File: src/rtl/cv32e40p_alu_permanent_fault_detector.sv
`default_nettype none
// ============================================================================
// Module   : cv32e40p_alu_permanent_fault_detector
// Purpose  : Turns per-operation TMR voter mismatch flags into a sticky
//            per-replica permanent-fault vector. Each of the four ALU
//            replicas has its own error counter. The counter is cleared
//            every WINDOW_LEN qualified operations. A replica is marked
//            faulty once its errors within one window reach THRESHOLD.
// Ports    : clk, rst                 clock, synchronous active-high reset
//            valid_i                  one voted ALU operation completes
//            active_alu_i[3:0]        replicas taking part in the vote
//            err_alu_i[3:0]           voter disagreement flag per replica
//            clear_i                  synchronous clear of all state
//            permanent_faulty_alu_o   sticky fault flag per replica
//            fault_event_o            pulse when any fault bit rises
//            uncorrectable_o          pulse when >=2 active replicas erred
// Revision : 1.0 - initial release
// ============================================================================
module cv32e40p_alu_permanent_fault_detector #(
    parameter int WINDOW_LEN = 256,
    parameter int THRESHOLD  = 4
) (
    input  logic       clk,
    input  logic       rst,
    input  logic       valid_i,
    input  logic [3:0] active_alu_i,
    input  logic [3:0] err_alu_i,
    input  logic       clear_i,
    output logic [3:0] permanent_faulty_alu_o,
    output logic       fault_event_o,
    output logic       uncorrectable_o
);

    localparam int c_win_w = $clog2(WINDOW_LEN);
    localparam int c_cnt_w = $clog2(THRESHOLD + 1);

    localparam logic [c_win_w-1:0] c_win_last = c_win_w'(WINDOW_LEN - 1);
    localparam logic [c_cnt_w-1:0] c_thr      = c_cnt_w'(THRESHOLD);
    localparam logic [c_cnt_w-1:0] c_thr_m1   = c_cnt_w'(THRESHOLD - 1);

    logic [c_win_w-1:0] r_win_cnt;
    logic [3:0]         r_fault;
    logic               r_fault_event;
    logic               r_uncorr;

    logic               w_qual;
    logic [3:0]         w_act_err;
    logic [3:0]         w_mask;
    logic [2:0]         w_act_cnt;
    logic [2:0]         w_mask_cnt;
    logic               w_multi;
    logic               w_single;
    logic               w_win_wrap;
    logic [3:0]         w_fault_set;

    assign w_qual     = valid_i & ~clear_i;
    assign w_act_err  = err_alu_i & active_alu_i;
    // Replicas already declared faulty no longer contribute to counting.
    assign w_mask     = w_act_err & ~r_fault;
    assign w_win_wrap = (r_win_cnt == c_win_last);

    always_comb begin
        w_act_cnt  = '0;
        w_mask_cnt = '0;
        for (int i = 0; i < 4; i++) begin
            w_act_cnt  = w_act_cnt  + {2'b00, w_act_err[i]};
            w_mask_cnt = w_mask_cnt + {2'b00, w_mask[i]};
        end
    end

    // Multiple disagreeing replicas (faulty ones included) mean the culprit
    // cannot be identified, so nothing is counted for that operation.
    assign w_multi  = (w_act_cnt >= 3'd2);
    assign w_single = ~w_multi & (w_mask_cnt == 3'd1);

    // Per-replica windowed error counter; the threshold test uses the
    // current operation's error before the window wrap clears the counter.
    for (genvar k = 0; k < 4; k++) begin : g_replica
        logic [c_cnt_w-1:0] r_err_cnt;
        logic               w_hit;

        assign w_hit          = w_qual & w_single & w_mask[k];
        assign w_fault_set[k] = w_hit & (r_err_cnt == c_thr_m1);

        always_ff @(posedge clk) begin
            if (rst || clear_i) begin
                r_err_cnt <= '0;
            end else if (w_qual && w_win_wrap) begin
                r_err_cnt <= '0;
            end else if (w_hit && (r_err_cnt != c_thr)) begin
                r_err_cnt <= r_err_cnt + 1'b1;
            end
        end
    end

    always_ff @(posedge clk) begin
        if (rst || clear_i) begin
            r_win_cnt <= '0;
        end else if (w_qual) begin
            r_win_cnt <= w_win_wrap ? '0 : r_win_cnt + 1'b1;
        end
    end

    always_ff @(posedge clk) begin
        if (rst || clear_i) begin
            r_fault       <= '0;
            r_fault_event <= 1'b0;
            r_uncorr      <= 1'b0;
        end else begin
            // w_fault_set only fires on unmasked (not yet faulty) replicas,
            // so any set bit is a genuine 0->1 transition.
            r_fault       <= r_fault | w_fault_set;
            r_fault_event <= |w_fault_set;
            r_uncorr      <= w_qual & w_multi;
        end
    end

    assign permanent_faulty_alu_o = r_fault;
    assign fault_event_o          = r_fault_event;
    assign uncorrectable_o        = r_uncorr;

endmodule
`default_nettype wire

File: config.mk
export PLATFORM = sky130hd
export DESIGN_NAME = cv32e40p_alu_permanent_fault_detector
export DESIGN_NICKNAME = d
export VERILOG_FILES = /design/src/rtl/cv32e40p_alu_permanent_fault_detector.sv
export SDC_FILE = /design/constraint.sdc
export NUM_CORES = 1
export LEC_CHECK = 0
export ABC_AREA = 1
export CAP_MARGIN = 5
export CORE_MARGIN = 3
export CORE_UTILIZATION = 49
export CTS_CLUSTER_SIZE = 10
export DETAILED_ROUTE_END_ITERATION = 8
export GPL_ROUTABILITY_DRIVEN = 0
export HOLD_SLACK_MARGIN = 0.02
export PLACE_DENSITY_LB_ADDON = 0.05
export SLEW_MARGIN = 20
export SYNTH_ARGS = -nofsm -noshare
export SYNTH_HDL_FRONTEND = slang
export SYNTH_SLANG_ARGS = --single-unit
File: constraint.sdc
create_clock -name clk -period 2.6 [get_ports clk]
set_input_delay 0.39 -clock clk [delete_from_list [all_inputs] [get_ports clk]]
set_output_delay 0.39 -clock clk [all_outputs]
set_load 0.1 [all_outputs]
==> results.md <==
- Status: finished clean
- Global-route wire length before repair: between 5000 and 6000 um
- Post-synthesis sequential area ratio: 0.348
- RR Endpoint: g_replica[1].r_err_cnt[1]
- Port Buffers: 17
- Reg2reg setup slack: 0.24 ns
- Die Ht: 61.3 um
- Reg clk slew, reported paths: 0.14 ns
- Fmax: 424 MHz
- Total grt overflow: 0
- Final antenna-violating net count: 0
- Die Wd: about 60 um
- Largest net degree at the start of global routing: 15
- CTS tree: done
- CP startpoint kind: flip-flop
- Lkg Pwr: approximately 1.0 nW
- Tmin final: between 2 and 2.5 ns
- Clk sinks: 26
- Hold buffers post-CTS: 0
- Max transition margin: 0.812
- Pwr Total: 739 uW
- Ant. Diodes: 0
- Slew @ Worst Pin: between 0.2 and 0.3 ns
- CTS Buffer Depth: 2
- Clk_lat worst skew: roughly 0.32 ns
- Root buffer cell: clkbuf_4
- RR Startpoint: permanent_faulty_alu_o[3]
- WP data required: 2.87 ns
- Mapped Cells: a little under 200
- DR WL/cell: around 12 um
- #FFs+latches synth: 26
- Initial antenna violation count: 0
- Total Die Area: 0.00375 mm^2
- Layout area overhead: 32.0%
- Post-Syn Area: 0.00150 mm^2
- Yosys top cell area share: 0.348
- 1st-iter DRT viols: 39
- Max-slew violation count: 0
- Maxcap violations: 0
- Synth warn: 0
- Hold endpoint: permanent_faulty_alu_o[2]
- Unrepaired setup endpoints after global routing: no
- Post-detail-place hpwl: 2180 um
- Router iterations before antenna repair: 4
- CP arrival: approximately 2.6 ns
- Syn_nets: 226
- Tot GR Track Use: 0.181
- Worst Reg-to-Reg Cells: 10
- Crit path max fanout: 8
- Final hold violation count: 0
- Hold depth: 2
- Pwr/cell area: 374 mW/mm^2
- Worst clock skew: roughly 0.0080 ns
- CTS HTree Levels: 1
- Critical path class: reg -> reg
- Total CTS buffers: 3
- FILL cells: 230
- Vias in the first global route: 1274
- Peak VDD IR: between 0.0002 and 0.00025 V
- Final nets: around 270
- Synthesized area per cell: roughly 7.6 um^2
- Final period util: 0.908
- Cell row count: 19
- Initial Util: 0.529
- Worst Hold Class: reg -> reg
- Vias: around 1300
- Core area: around 0.0028 mm^2
- DRC violations left: 0
- DR vias/cell: approximately 5.0
- WL final: 3090 um
- Synth unique cells: 30
- TNS Setup: 0 ns
- Synth area leaders: dfxtp_1, ha_1, nand2_1, nor2_1, inv_1
- Min-Delay Startpoint: permanent_faulty_alu_o[2]
- Share of layout cells above drive strength 1: 0.260
- IO Pins: 18
- Cell taking the most area after synthesis: dfxtp_1
- Setup crit end kind: flip-flop
- Final setup violation count: 0
==> through the flow <==
step                      area, um^2  cells  setup slack, ns  utilization  hold WS [ns]
after floorplan                 1510    197          0.00604            -         0.451
after global placement          1730    250           -0.324        0.613         0.451
after detailed placement        1730    250           -0.396        0.613         0.455
after CTS                       1880    262           0.0261        0.666         0.475
after global routing            1980    266            0.113        0.698         0.504
final                           1980    266            0.239        0.698         0.476
==> report_power, final <==
group | internal [mW] | switching (mW) | total, mW
combinational | 0.0617 | 0.0686 | 0.130
sequential | 0.399 | 0.00186 | 0.401
clock | 0.0857 | 0.122 | 0.208
total | 0.547 | 0.193 | 0.739
==> synthesized netlist by cell type (all sizes together) <==
cell	instances
inv	34
a211oi	1
clkinv	1
fa	2
nor3b	1
nor2	40
nand3	3
ha	15
xor2	1
nand3b	2
o21bai	1
nand4	8
nor3	3
o21ai	1
o31ai	1
nand2	48
buf	1
a21oi	7
dfxtp	26
xnor2	1
==> state kept, by name (all words and copies together) (netlist names) <==
| name | count |
|---|---|
| fault_event_o | 1 |
| uncorrectable_o | 1 |
| permanent_faulty_alu_o | 4 |
| g_replica.r_err_cnt | 12 |
| r_win_cnt | 8 |
==> critical path, stage by stage, from the launching register on <==
cell and delay, ns:
dfxtp_2 0.40, nor2_4 0.06, fa_1 0.56, ha_2 0.20
ha_4 0.19, nand3b_1 0.24, nor2_8 0.24, nand4_4 0.16
nand2_2 0.11, nand2_2 0.05, nor2_2 0.10
==> timing repair <==
action	CTS	global route
setup endpoints to repair	11	13
cloned	0	1
setup buffers	8	3
gates resized for setup	12	16
pin swaps	9	18
==> layout by cell type, fill, tap and decap left out, drive strengths merged <==
cell type / netlist / routed
a211oi: 1 / 1
a21oi: 7 / 7
buf: 1 / 23
clkbuf: 0 / 5
clkdlybuf4s50: 0 / 5
dfxtp: 26 / 26
dlygate4sd2: 0 / 2
dlymetal6s2s: 0 / 4
fa: 2 / 2
ha: 15 / 15
inv: 34 / 35
nand2: 48 / 48
nand3: 3 / 3
nand3b: 2 / 2
nand4: 8 / 8
nor2: 40 / 40
nor3: 3 / 3
nor3b: 1 / 1
o21ai: 1 / 1
o21bai: 1 / 1
o31ai: 1 / 1
xnor2: 1 / 1
xor2: 1 / 1
==> layout make-up <==
cell class                      count  area (um^2)  area share
Timing Repair Buffer               35          323       0.163
Multi-Input combinational cell    135          917       0.464
Sequential cell                    26          529       0.268
Clock buffer                        4         36.3      0.0184
Inverter                           35          131      0.0665
Tap cell                           31         38.8      0.0196
==> how the worst max path moves through the flow <==
stage	from	to	slack (ns)	cells after the start
2_1_floorplan	permanent_faulty_alu_o[3]	g_replica[2].r_err_cnt[2]	0.006	9
3_3_place_gp	err_alu_i[1]	g_replica[3].r_err_cnt[2]	-0.32	11
3_5_place_dp	err_alu_i[0]	g_replica[2].r_err_cnt[1]	-0.40	12
4_1_cts	err_alu_i[0]	g_replica[0].r_err_cnt[2]	0.03	12
5_1_grt	permanent_faulty_alu_o[3]	g_replica[1].r_err_cnt[1]	0.11	10
6_report	permanent_faulty_alu_o[3]	g_replica[1].r_err_cnt[1]	0.24	10
==> layer usage <==
layer	track usage	vias to the layer above	wire length, um	share of wire
li1	-	683	-	-
met1	0.225	611	1420	0.46
met2	0.322	22	1510	0.49
met3	0.0273	6	115	0.037
met4	0.0526	0	46	0.015
met5	0	-	0	0
==> cell families (layout without fill, tap and decap cells) <==
group	after synthesis	in the layout	synth area share
simple gates	105	105	0.351
buf+inv	36	74	0.0953
flops	26	26	0.348
fa+ha+maj	17	17	0.152
compound gates	11	11	0.0418
xor+xnor	2	2	0.0117
No activity file was read; power rests on OpenSTA's default activity.
